==> src/rtl/adc_pkg.sv <==
// Shared constants and types for the ADC streaming path.
package adc_pkg;

  localparam int unsigned ADC_DATA_WIDTH = 32;
  localparam int unsigned DECIM_MAX_LOG2 = 8;

  typedef logic signed [ADC_DATA_WIDTH-1:0] adc_sample_t;

  // Limit a requested decimation exponent to the supported maximum.
  function automatic logic [3:0] clamp_log2(input logic [3:0] k, input logic [3:0] k_max);
    return (k > k_max) ? k_max : k;
  endfunction

endpackage

==> src/rtl/adc_stream_decimator.sv <==
// Boxcar-mean decimator: averages every 2^k accepted samples into one output.
// k = 0 degenerates to a registered pass-through. Upstream is stalled only when
// a completed block could not be stored because the output is still pending.
module adc_stream_decimator
  import adc_pkg::*;
#(
  parameter int unsigned DATA_WIDTH = ADC_DATA_WIDTH,
  parameter int unsigned MAX_LOG2   = DECIM_MAX_LOG2
) (
  input  logic                  clk,
  input  logic                  resetn,
  input  logic                  enable,
  input  logic [3:0]            decim_log2,
  input  logic [DATA_WIDTH-1:0] s_axis_tdata,
  input  logic                  s_axis_tvalid,
  output logic                  s_axis_tready,
  output logic [DATA_WIDTH-1:0] m_axis_tdata,
  output logic                  m_axis_tvalid,
  input  logic                  m_axis_tready,
  output logic [31:0]           out_count
);

  localparam int unsigned ACC_W = DATA_WIDTH + MAX_LOG2;
  localparam logic [3:0]  K_MAX = 4'(MAX_LOG2);

  logic signed [ACC_W-1:0]  acc_q, acc_d, sum;
  logic [MAX_LOG2-1:0]      cnt_q, cnt_d;
  logic [3:0]               k_act_q, k_act_d, k_clamp, k_cur;
  logic [MAX_LOG2:0]        last_idx;
  logic                     last, s_ready, s_fire, load;
  logic [DATA_WIDTH-1:0]    mean;
  logic [DATA_WIDTH-1:0]    m_data_q, m_data_d;
  logic                     m_valid_q, m_valid_d;
  logic                     m_fire;
  logic [31:0]              out_count_q, out_count_d;

  // Block position, handshakes and next state for both register groups.
  // At a block boundary the freshly clamped k is used directly, so the first
  // sample of a block already sees the new exponent (needed for k = 0).
  always_comb begin
    k_clamp  = clamp_log2(decim_log2, K_MAX);
    k_cur    = (cnt_q == '0) ? k_clamp : k_act_q;
    last_idx = ((MAX_LOG2+1)'(1) << k_cur) - (MAX_LOG2+1)'(1);
    last     = ({1'b0, cnt_q} == last_idx);

    s_ready  = resetn && enable && !(last && m_valid_q && !m_axis_tready);
    s_fire   = s_axis_tvalid && s_ready;
    load     = s_fire && last;
    m_fire   = m_valid_q && m_axis_tready;

    sum      = acc_q + {{MAX_LOG2{s_axis_tdata[DATA_WIDTH-1]}}, s_axis_tdata};
    mean     = DATA_WIDTH'(sum >>> k_cur);

    acc_d    = acc_q;
    cnt_d    = cnt_q;
    k_act_d  = (cnt_q == '0) ? k_clamp : k_act_q;
    if (!enable) begin
      acc_d = '0;
      cnt_d = '0;
    end else if (s_fire) begin
      if (last) begin
        acc_d = '0;
        cnt_d = '0;
      end else begin
        acc_d = sum;
        cnt_d = cnt_q + MAX_LOG2'(1);
      end
    end

    m_data_d    = load ? mean : m_data_q;
    m_valid_d   = load ? 1'b1 : (m_fire ? 1'b0 : m_valid_q);
    out_count_d = m_fire ? out_count_q + 32'd1 : out_count_q;
  end

  // Block counter, accumulator and latched exponent.
  always_ff @(posedge clk or negedge resetn) begin
    if (!resetn) begin
      acc_q   <= '0;
      cnt_q   <= '0;
      k_act_q <= '0;
    end else begin
      acc_q   <= acc_d;
      cnt_q   <= cnt_d;
      k_act_q <= k_act_d;
    end
  end

  // Output register and downstream handshake counter.
  always_ff @(posedge clk or negedge resetn) begin
    if (!resetn) begin
      m_data_q    <= '0;
      m_valid_q   <= 1'b0;
      out_count_q <= '0;
    end else begin
      m_data_q    <= m_data_d;
      m_valid_q   <= m_valid_d;
      out_count_q <= out_count_d;
    end
  end

  assign s_axis_tready = s_ready;
  assign m_axis_tdata  = m_data_q;
  assign m_axis_tvalid = m_valid_q;
  assign out_count     = out_count_q;

endmodule

==> config.mk <==
export PLATFORM = sky130hd
export DESIGN_NAME = adc_stream_decimator
export DESIGN_NICKNAME = d
export VERILOG_FILES = /design/src/rtl/adc_pkg.sv /design/src/rtl/adc_stream_decimator.sv
export SDC_FILE = /design/constraint.sdc
export NUM_CORES = 1
export LEC_CHECK = 0
export BUFFER_PORTS_ARGS = -buffer_cell sky130_fd_sc_hd__buf_2
export CORE_MARGIN = 2
export CORE_UTILIZATION = 55
export CTS_BUF_LIST = sky130_fd_sc_hd__clkbuf_8 sky130_fd_sc_hd__clkbuf_16
export DETAILED_ROUTE_END_ITERATION = 16
export PLACE_DENSITY = 0.78
export SYNTH_ARGS = -nofsm -noshare
export SYNTH_HDL_FRONTEND = slang
export SYNTH_SLANG_ARGS = --single-unit
==> constraint.sdc <==
create_clock -name clk -period 4.3 [get_ports clk]
set_input_delay 0.86 -clock clk [delete_from_list [all_inputs] [get_ports clk]]
set_output_delay 0.86 -clock clk [all_outputs]
set_load 0.01 [all_outputs]
# Yosys cells after proc, flatten, opt, wreduce, memory -nomap -nowiden
# Cells that the tools add are included.
# totals
ff_bits	117
in_bits	41
out_inout_bits	66
# classes
addsub	4
n_lt_le_gt_ge	1
n_eq_ne	2
shift	2
n_mux	10
n_reduce_logical	11
# ops
cell	n
$mux W40	3
$add A40 B40 Y40	1
$sshr A40 B4 Y32	1
$add A32 B1 Y32 const B	1
$mux W8	3
$eq A8 B9 Y1	1
$shl A1 B4 Y9 const A	1
$sub A9 B2 Y9 const B	1
$add A8 B1 Y8 const B	1
$logic_not A8 Y1	1
$mux W4	2
$logic_and A1 B1 Y1	7
$gt A4 B4 Y1 const B	1
$logic_not A1 Y1	2
$mux W1	2
$ne A2 B1 Y1 const B	1
$reduce_bool A2 Y1	1

# Longest topological paths before layout
# Gate-level depths: netlist of the first run.
# logic_depth
word_depth	13
ltp_mapped	23

# Worst setup path before layout of the first run
# Ideal clock, no wire load.
# synth_path
kind	register to output
from	register cnt_q[0]
to	output s_axis_tready
arrival_time_ns	3.850
path_slack_ns	-0.410
stages_incl_launch_ff	19
cell_sequence	dfrtp_1 > inv_1 > ha_1 > or3b_2 > clkbuf_1 > o21ai_0 > and2_1 > buf_4 > inv_1 > nor2_1 > clkbuf_1 > nand2_1 > ha_1 > xor2_1 > o21ai_2 > nor4b_2 > nand4_4 > nor2_4 > nor2_1
# synth_between
elab_chain_cells	9
# synth_rtl
item	line_no	text
start, declared	adc_stream_decimator.sv:27	logic [MAX_LOG2-1:0] cnt_q, cnt_d;
start signal, assigned	adc_stream_decimator.sv:83	cnt_q <= cnt_d;
$logic_not A8 Y1	adc_stream_decimator.sv:42	k_cur = (cnt_q == '0) ? k_clamp : k_act_q;
$mux W4	-	
$shl A1 B4 Y9	adc_stream_decimator.sv:43	last_idx = ((MAX_LOG2+1)'(1) << k_cur) - (MAX_LOG2+1)'(1);
$sub A9 B2 Y9	adc_stream_decimator.sv:43	
$eq A8 B9 Y1 *	adc_stream_decimator.sv:44	last = ({1'b0, cnt_q} == last_idx);
$logic_and A1 B1 Y1 * (2 in a row)	adc_stream_decimator.sv:46	s_ready = resetn && enable && !(last && m_valid_q && !m_axis_tready);
$logic_not A1 Y1 *	adc_stream_decimator.sv:46	
$logic_and A1 B1 Y1 *	adc_stream_decimator.sv:46	
end, declared	adc_stream_decimator.sv:16	output logic s_axis_tready,
# Mark *: on every way between the ends. The rest lies on a longest branch, timed or not.

# Worst setup path in the final report of the first run
# layout_path
from	register cnt_q[5]
to	output s_axis_tready
# Same word-level chain as after synthesis.

==> results.md, run 1 <==
* Run status: complete, no violations
* R2R Path Start: cnt_q[5]
* Req. time, crit path at 3.44 ns
* Total gr overflow at 0
* First-pass detailed-route iteration total at 8
* Share of cells above drive strength 1 at 21.4%
* Power per standard cell area at 342 nW/um^2
* Post-synth EDFFs at 0
* Vias per inst at between 6 and 7
* Site Rows at 49
* Syn Area/Cell at 8.22 sq um
* Root buffer cell: clkbuf_16
* Gate Count Post-Synth at 1,220
* Max stage delay cell, worst path: or4_4
* Worst min-delay path class: in -> async
* Startpoint Class: flip-flop
* Worst-case clock skew at 0.0131 ns
* Core area at between 15,000 and 20,000 sq um
* Post-route minimum period at 4.29 ns
* Max VDD drop at 0.302 mV
* Number of global-route vias before repair at 10,100
* Buffers on Ports at between 100 and 150
* Initial antenna violation count at 0
* Hold Vio Cnt, Final at 0
* Clk_lat worst skew at 0.43 ns
* Yosys reg bits at approximately 120
* Max-slew headroom at 26.5%
* Area growth syn-to-layout at 18.6%
* Worst path arrival time at 3.43 ns
* Cell mode on critical path: or4_4
* Buf/Inv on CP at 2
* Top Family by Delay on Critical Path: simple AND/OR/NAND/NOR gates
* Wirelength, routed at 32,900 um
* WHS at 0.299 ns
* Critical path startpoint: cnt_q[5]
* Die area at just under 20,000 sq um
* Ys async rst share at 100%
* Tcrit/Tclk final at 99.8%
* CTS tree: yes
* Ports at roughly 110
* Most common cell after layout, fill and taps aside: nand2_1
* Slew Viols, Final at 0
* Largest net degree at the start of global routing at 59
* Placed cell area at around 11,000 sq um
* CTS Buffer Depth at 2
* Post-synth top flop: dfrtp_1
* Detailed placer's ending HPWL at 24,200 um
* CP peak stage delay at 0.60 ns
* CTS Sinks at roughly 120
* Total CTS buffers at 17
* Number of diodes at 0
* Finished Core Util at ~66%
* Final #Nets at around 1,400
* GP Congestion at 0.959
* Synth Net Count at 1,305
* Crit Path Max Fanout at 4
* Setup-failing EPs final at 0
* Reg clk slew, reported paths at 0.06 ns
* Vias at around 11,000
* CP Cell Sequence: or4_4 -> buf_6 -> or4_4 -> nand2_4 -> nand2_2 -> ha_4 -> xor2_1 -> o21ai_2 -> nor4b_4 -> nand4_4 -> nor2_4 -> nor2_1 -> buf_2
* Yosys Warn Count at 0
* H-tree depth at 4
* RSZ-0062 raised after global routing: true
* Fmax at about 230 MHz
* Post-synth cell types at between 90 and 100
* Starting Density at 56.0%
* Slew @ Worst Pin at between 1 and 1.5 ns
* CP Capture Type: output port
* LEAKAGE at 5.65 nW
* Die height at 139 um
* All-layer global routing usage at 33.8%
* Maxcap violations at 0
* Most frequent cells in the layout: 147 x nand2_1, 117 x dfrtp_1, 105 x buf_2
* Chip width at 139 um
* CP Class: reg -> out
* DRC violations left at 0
* First-pass GRT wire length at ~53,000 um
* WL per Instance at 20.5 um
* Mapped cell area at 10,000 sq um
* Design Area, Final at 11,900 sq um
* Drt first-iter violations at 1,075
* CTS Hold Buffers Added at 0
* Sequential area share after synthesis at 29.2%
* Number of routed nets with antenna violations at 0
[sequential cells by signal, summed over array words and instances, names as in the netlist]
register / count
m_axis_tvalid: 1
acc_q: 40
m_axis_tdata: 32
cnt_q: 8
out_count: 32
k_act_q: 4
[kinds of logic (layout without fill, tap and decap cells)]
logic type               after synthesis  after routing  share of synthesized area (%)
AND/OR/NAND/NOR                      467            467                           23.8
AO/OA/AOI/OAI                        404            404                           28.0
flip-flops                           117            117                           29.2
buffers and inverters                 96            252                           4.59
XOR/XNOR                              54             54                           4.72
adder cells (fa/ha/maj)               44             44                           5.57
multiplexers                          38             38                           4.04
[worst reg2reg max path, delay by kind of cell (launching register included)]
family                     cells  cell delay [ns]
DFF                            1             0.38
buffers and inverters          3             0.45
adders and majority gates      1             0.26
and+or+nand+nor                7             1.96
xor gates and xnor gates       1             0.16
AOI/OAI and AO/OA              3             0.72
[layer usage]
metal	routed length (um)	GRT usage, %	vias up
met2	15400	54.0	522
li1	-	-	4930
met5	0	0	-
met3	2600	7.35	120
met4	1730	18.3	0
met1	13200	43.0	5050
[report_power, final]
group | switching [mW] | internal (mW)
clock network | 0.613 | 0.886
registers | 0.0310 | 1.13
logic | 0.881 | 0.520
[worst paths after layout]
check	end	slack, ns	cells past startpoint
worst max-delay path	s_axis_tready	0.007	13
max in group asynchronous	acc_q[26]	2.27	3
min in group clk	m_axis_tdata[12]	0.48	2
worst max register to register	m_axis_tdata[4]	0.34	15
worst min-delay path	out_count[30]	0.30	1
worst min register to register	m_axis_tdata[12]	0.48	2
[layout make-up]
| class | instances | area [sq um] |
|---|---|---|
| repair buffers | 194 | 1210 |
| clock inverters | 14 | 163 |
| inverters | 26 | 97.6 |
| well taps | 229 | 287 |
| clock buffers | 18 | 439 |
| flip-flops and latches | 117 | 2930 |
| multi-input cells | 1007 | 6770 |
| fillers | 1547 | 6010 |
[per-stage QoR]
| stage | TNS [ns] | setup slack, ns | power, mW | cells |
|---|---|---|---|---|
| 2_1_floorplan | 0 | 0.00176 | 2.08 | 1220 |
| 3_3_place_gp | -0.229 | -0.104 | 2.49 | 1554 |
| 3_5_place_dp | -0.550 | -0.187 | 2.51 | 1554 |
| 4_1_cts | -0.0247 | -0.0247 | 4.02 | 1600 |
| 5_1_grt | -0.145 | -0.145 | 4.24 | 1605 |
| 6_report | 0 | 0.00701 | 4.07 | 1605 |
[synthesized netlist by cell type, types with 12 or more instances]
master    instances  area, sq um
a211oi_1         17          128
a21o_1           19          143
a21oi_1          82          410
a22o_1           30          263
a31oi_1          13         81.3
and2_1           16          100
and3_1           23          144
buf_2            16         80.1
clkbuf_1         36          135
dfrtp_1         117         2930
ha_1             43          538
inv_1            25         93.8
mux2i_1          29          290
nand2_1         150          563
nand2b_1         12         75.1
nand3_1          50          250
nand4_1          21          131
nor2_1           73          274
nor3_1           42          210
nor4_1           18          113
o211ai_1         25          188
o21a_1           12         90.1
o21ai_0          58          290
o21ai_1          26          130
xnor2_1          34          298
xor2_1           20          175
[repair_timing]
item,in CTS,in global routing
buffers inserted,14,5
pin swaps,13,8
endpoints found under the setup margin,1,4
endpoints found under the hold margin,0,0
gates resized for setup,11,11
No activity file was read; power rests on OpenSTA's default activity.
==> run 2: changes to the inputs <==
MAX_ROUTING_LAYER = met4   (was unset)
==> run 2 against run 1 <==
Sequential share of layout area hardly changed. Global-route usage rose by 1.2 points. Combinational power hardly changed. Final area about the same. Die area stayed put. Wire length rose by 0.90%. Register-to-register slack better by 0.04 ns. Critical path depth stayed put. Core utilization decreased by 0.056 points. Via count is 0.29% lower. Critical path type unchanged. Sequential cell count stayed put. Non-clock buffer count is 1 lower. Largest cell class unchanged.
==> results.md, run 2 (synthesized netlist as in run 1, its figures left out) <==
* First-pass detailed-route iteration total at 6 (-2)
* Max stage delay cell, worst path: or4_4
* Top Family by Delay on Critical Path: simple AND/OR/NAND/NOR gates
* Die area at 19,300 sq um (unchanged)
* Drt first-iter violations at 987 (-8.2%)
* Core area at 17,900 sq um (unchanged)
* WL per Instance at 20.7 um (+0.97%)
* Fmax at 236 MHz (+1.2%)
* WHS at 0.283 ns (-0.0158 ns)
* Site Rows at 49 (unchanged)
* Number of routed nets with antenna violations at 0 (unchanged)
* GRT Max-Usage Layer: met2
* Startpoint Class: flip-flop
* CTS Buffer Depth at 2 (unchanged)
* Total CTS buffers at 17 (unchanged)
* Number of diodes at 0 (unchanged)
* Final #Nets at 1,447 (-0.069%)
* Initial antenna violation count at 0 (unchanged)
* Vias at 10,600 (-0.29%)
* Req. time, crit path at 3.44 ns (about the same)
* Largest net degree at the start of global routing at 71 (+20%)
* First-pass GRT wire length at 53,300 um (+0.84%)
* Root buffer cell: clkbuf_16
* Buf/Inv on CP at 1 (-1)
* Most common cell after layout, fill and taps aside: nand2_1
* Total gr overflow at 0 (unchanged)
* Area growth syn-to-layout at 18.5% (about the same)
* CP peak stage delay at 0.60 ns (about the same)
* RSZ-0062 raised after global routing: true
* Chip width at 139 um (unchanged)
* Critical Path Stages at 13 (unchanged)
* Worst r2r dst: m_axis_tdata[4]
* Die height at 139 um (unchanged)
* DRC violations left at 0 (unchanged)
* Clk_lat worst skew at 0.43 ns (about the same)
* CTS Hold Buffers Added at 0 (unchanged)
* Reg2reg path depth at 15 (unchanged)
* Worst path arrival time at 3.38 ns (-0.05 ns)
* CP endpoint: s_axis_tready
* All-layer global routing usage at 35.0% (+1.2 points)
* GP Congestion at 0.966 (+0.72%)
* Met3 global-route usage at 6.98% (-0.38 points)
* R2R Path Start: cnt_q[7]
* Hold Vio Cnt, Final at 0 (unchanged)
* Maxcap violations at 0 (unchanged)
* Number of global-route vias before repair at 10,300 (+1.9%)
* M2 GR Usage at 56.8% (+2.7 points)
* CTS Sinks at 117 (unchanged)
* Finished Core Util at 66.4% (about the same)
* Worst min-delay path class: in -> async
* Buffers on Ports at 106 (unchanged)
* CP Class: reg -> out
* Share of cells above drive strength 1 at 21.4% (about the same)
* Wirelength, routed at 33,200 um (+0.90%)
* CTS tree: yes
* Reg clk slew, reported paths at 0.07 ns (about the same)
* Crit Path Max Fanout at 5 (+1)
* Most frequent cells in the layout: 147 x nand2_1, 117 x dfrtp_1, 105 x buf_2
* CP Cell Sequence: or4_4 -> nor4b_4 -> a21oi_4 -> nor2_2 -> nand2_2 -> ha_4 -> xor2_1 -> o21ai_2 -> nor4b_4 -> nand4_4 -> nor2_4 -> nor2_1 -> buf_2
* CP Capture Type: output port
* R2R Setup Slk at 0.38 ns (+0.04 ns)
* Power per standard cell area at 343 nW/um^2 (+0.25%)
* Run status: complete, no violations
* Final WS setup at 0.0580 ns (+0.0510 ns)
* Setup-failing EPs final at 0 (unchanged)
* Largest register FFs at 40 (unchanged)
* Slew @ Worst Pin at 1.10 ns (+0.00749 ns)
* Met1 Use GR at 42.5% (-0.43 points)
* Cell mode on critical path: nor4b_4
* Vias per inst at 6.60 (-0.23%)
* H-tree depth at 4 (unchanged)
* Detailed placer's ending HPWL at 24,200 um (-0.13%)
* LEAKAGE at 5.65 nW (about the same)
* Starting Density at 56.0% (unchanged)
* Biggest register: acc_q
* Ports at 107 (unchanged)
* Worst-case clock skew at 0.0145 ns (+0.00136 ns)
* Setup slack at placement at -0.118 ns (+0.0688 ns)
* Final setup TNS at 0 ns (unchanged)
* Post-route minimum period at 4.24 ns (-0.0510 ns)
* Critical path startpoint: cnt_q[7]
* Tcrit/Tclk final at 98.7% (-1.2 points)
* Max VDD drop at 0.325 mV (+7.5%)
* Max-slew headroom at 26.0% (-0.50 points)
* Slew Viols, Final at 0 (unchanged)
-- run 2: cell types whose count changed in the layout (fill, tap and decap cells not counted), moves of 2 or more --
cell / delta
inv_2: -2
clkinvlp_4: +2
buf_6: -2
inv_1: +2
-- run 2: repair_timing --
item / in CTS / in global routing
setup buffers: 12 / 4
hold endpoints to repair: 0 / 0
pin swaps: 9 / 10
resized for setup: 9 / 11
endpoints found under the setup margin: 1 / 2
-- run 2: cell type report --
type | count | area [sq um]
Multi-Input combinational cell | 1007 | 6770
Fill cell | 1516 | 6020
Sequential cell | 117 | 2930
Timing Repair Buffer | 193 | 1200
Clock buffer | 18 | 439
Tap cell | 229 | 287
Clock inverter | 14 | 164
Inverter | 26 | 97.6
-- run 2: report_power, final --
group	leakage [nW]	internal [mW]	switching, mW	total, mW
Combinational	3.76	0.521	0.877	1.40
Clock	0.287	0.886	0.623	1.51
Sequential	1.60	1.13	0.0320	1.17
-- run 2: worst min-delay path by stage --
stage,endpoint,slack (ns),cells after the start
finish,out_count[31],0.28,1
global route,out_count[30],0.28,1
CTS,out_count[30],0.28,1
detailed placement,m_axis_tdata[19],0.47,2
global placement,out_count[31],0.45,1
floorplan,acc_q[24],0.46,2
-- run 2: per-layer routing --
metal | routed length (um) | part of all wire, %
met2 | 15900 | 48
met5 | 0 | 0
met3 | 2340 | 7.0
met4 | 1400 | 4.2
met1 | 13500 | 41
-- run 2: per-stage QoR --
step | power (mW) | cells | area, sq um
2_1_floorplan | 2.08 | 1220 | 10100
3_3_place_gp | 2.50 | 1556 | 11100
3_5_place_dp | 2.51 | 1556 | 11100
4_1_cts | 4.03 | 1600 | 11800
5_1_grt | 4.23 | 1604 | 11900
6_report | 4.07 | 1604 | 11900
==> run 3: changes to the inputs <==
CORE_MARGIN = 3   (was 2)
==> run 3 against run 2 <==
The flow now finishes with violations (setup timing). Sequential power about the same. Core utilization increased by 1.7 points. Power rose by 1.4%. Highest routed layer unchanged.
==> results.md, run 3 (synthesized netlist as in run 1, its figures left out) <==
* Core area at 17,600 sq um (-1.7%)
* CP peak stage delay at 0.41 ns (-0.19 ns)
* Number of diodes at 0 (unchanged)
* LEAKAGE at 5.69 nW (+0.77%)
* Starting Density at 57.0% (+0.97 points)
* First-pass GRT wire length at 53,900 um (+1.2%)
* Root buffer cell: clkbuf_16
* Critical path startpoint: cnt_q[0]
* CP endpoint: s_axis_tready
* Switching Share at 37.3% (-0.32 points)
* Clock Power Share at 37.5% (+0.5 points)
* Die height at 141 um (+1.4%)
* WL per Instance at 20.9 um (+0.85%)
* Critical Path Stages at 16 (+3)
* Reg clk slew, reported paths at 0.06 ns (about the same)
* Share of cells above drive strength 1 at 21.8% (+0.40 points)
* Number of global-route vias before repair at 10,100 (-1.4%)
* Multi-input logic area at 6790 sq um (+0.33%)
* Power per standard cell area at 345 nW/um^2 (+0.60%)
* Most common cell after layout, fill and taps aside: nand2_1
* Drt first-iter violations at 1,241 (+26%)
* Filler Cells Inserted at 1,462 (-3.6%)
* Worst min-delay path class: in -> async
* Largest register FFs at 40 (unchanged)
* Wirelength, routed at 33,600 um (+1.0%)
* Slew Viols, Final at 0 (unchanged)
* Tcrit/Tclk final at 101% (+2.2 points)
* Hold Vio Cnt, Final at 0 (unchanged)
* Largest net degree at the start of global routing at 58 (-18%)
* Crit Path Max Fanout at 5 (unchanged)
* DRC violations left at 0 (unchanged)
* Sequential share of power at 28.3% (-0.3 points)
* Reg2reg path depth at 15 (unchanged)
* Most frequent cells in the layout: 147 x nand2_1, 117 x dfrtp_1, 105 x buf_2
* Worst r2r dst: m_axis_tdata[19]
* Site Rows at 48 (-2.0%)
* Detailed placer's ending HPWL at 24,500 um (+1.4%)
* Max VDD drop at 0.328 mV (+0.90%)
* Req. time, crit path at 3.44 ns (about the same)
* Top Family by Delay on Critical Path: simple AND/OR/NAND/NOR gates
* Worst path arrival time at 3.48 ns (+0.10 ns)
* CP Class: reg -> out
* R2R Setup Slk at 0.42 ns (+0.04 ns)
* Number of routed nets with antenna violations at 0 (unchanged)
* FF/Latch Area at 2930 sq um (unchanged)
* CP Capture Type: output port
* CTS Sinks at 117 (unchanged)
* Violated checks: setup timing
* Ports at 107 (unchanged)
* CP Cell Sequence: inv_2 -> ha_4 -> or3b_4 -> nor4b_4 -> a21oi_4 -> nor2_4 -> nand2_2 -> ha_4 -> xnor2_4 -> a21oi_1 -> mux2i_1 -> o21ai_2 -> nand4_4 -> nor2_4 -> nor2_2 -> buf_2
* H-tree depth at 4 (unchanged)
* Startpoint Class: flip-flop
* Total CTS buffers at 17 (unchanged)
* Worst-case clock skew at 0.0217 ns (+0.00725 ns)
* All-layer global routing usage at 34.4% (-0.65 points)
* Vias per inst at 6.63 (+0.44%)
* Chip width at 141 um (+1.4%)
* Slew @ Worst Pin at 1.11 ns (+0.00952 ns)
* Max-slew headroom at 25.3% (-0.64 points)
* Switching Power at 1.54 mW (+0.55%)
* CTS Hold Buffers Added at 0 (unchanged)
* Biggest register: acc_q
* CTS tree: yes
* Total gr overflow at 0 (unchanged)
* Vias at 10,700 (+0.63%)
* Area growth syn-to-layout at 19.5%
* RSZ-0062 raised after global routing: true
* P_int at 2.59 mW (+1.9%)
* Die area at 19,900 sq um (+2.9%)
* Buf/Inv on CP at 2 (+1)
* Placed cell area at 11,100 sq um (+0.57%)
* CTS Buffer Depth at 2 (unchanged)
* Final WS setup at -0.0369 ns (-0.0949 ns)
* Buffers on Ports at 106 (unchanged)
* Fin cells at 1,607 (+0.19%)
* Design Area, Final at 12,000 sq um (+0.79%)
* Final #Nets at 1,454 (+0.48%)
* Setup-failing EPs final at 1 (+1)
* Run status: finished with violations
* Post-route minimum period at 4.34 ns (+0.0949 ns)
* Initial antenna violation count at 0 (unchanged)
* Logic pwr share at 34.2% (about the same)
* Max stage delay cell, worst path: or3b_4
* Maxcap violations at 0 (unchanged)
* First-pass detailed-route iteration total at 7 (+1)
* GP Congestion at 1.01 (+4.5%)
* Clk_lat worst skew at 0.43 ns (about the same)
* Fmax at 231 MHz (-2.2%)
* DP Cell Count at 1,561 (+0.32%)
* R2R Path Start: cnt_q[0]
[run 3: worst min-delay path by stage]
| stage | start | endpoint | slack (ns) | cells past startpoint |
|---|---|---|---|---|
| after floorplan | acc_q[24] | acc_q[24] | 0.46 | 2 |
| after global placement | m_axis_tdata[12] | m_axis_tdata[12] | 0.45 | 2 |
| after detailed placement | m_axis_tdata[12] | m_axis_tdata[12] | 0.46 | 2 |
| after CTS | resetn | cnt_q[2] | 0.39 | 1 |
| after global routing | resetn | cnt_q[2] | 0.41 | 1 |
| final | resetn | cnt_q[2] | 0.38 | 1 |
[run 3: power groups by stage]
| stage | Clock, mW | Combinational (mW) | Sequential (mW) |
|---|---|---|---|
| after CTS | 1.56 | 1.35 | 1.17 |
| after global placement | 0 | 1.31 | 1.18 |
| after detailed placement | 0 | 1.33 | 1.19 |
| after global routing | 1.60 | 1.53 | 1.17 |
| final | 1.55 | 1.41 | 1.17 |
| after floorplan | 0 | 0.905 | 1.17 |
[run 3: area by class of cell]
cell class / instances / share of cell area, %
Timing Repair Buffer: 200 / 10.5
Multi-Input combinational cell: 1007 / 56.7
Inverter: 26 / 0.836
Clock buffer: 17 / 3.55
Clock inverter: 15 / 1.63
Sequential cell: 117 / 24.4
Tap cell: 225 / 2.35
[run 3: through the flow]
stage	worst slack [ns]	hold WS (ns)	util, %	TNS (ns)	power, mW
4_1_cts	0.000602	0.390	67.4	0	4.08
3_3_place_gp	0.106	0.449	63.3	0	2.50
5_1_grt	-0.151	0.408	68.1	-0.151	4.29
2_1_floorplan	0.00176	0.458	-	0	2.08
3_5_place_dp	0.0774	0.461	63.3	0	2.51
6_report	-0.0369	0.378	68.1	-0.0369	4.13
[run 3: metal layers]
metal	part of all wire, %	up-vias	global-route usage, %
li1	-	4932	-
met1	42	5044	45.1
met2	46	585	53.9
met3	8.3	97	5.56
met4	3.4	0	12.6
met5	0	-	-
[run 3: worst register-to-register path, cell delays in order, from the launching register on]
cell and delay, ns:
dfrtp_1 0.40, inv_2 0.09, ha_4 0.12, or3b_4 0.41, nor4b_4 0.38, a21oi_4 0.10
inv_2 0.11, buf_4 0.11, buf_4 0.37, nand2_1 0.33, or4_1 0.57, o211ai_1 0.14
nor3_1 0.11, nor3_1 0.30, buf_4 0.18, o21ai_2 0.05
[run 3: what timing repair did]
| item | in CTS | in global routing |
|---|---|---|
| gates resized for setup | 9 | 15 |
| endpoints found under the setup margin | 1 | 1 |
| pin swaps | 7 | 12 |
| buffers inserted | 10 | 4 |
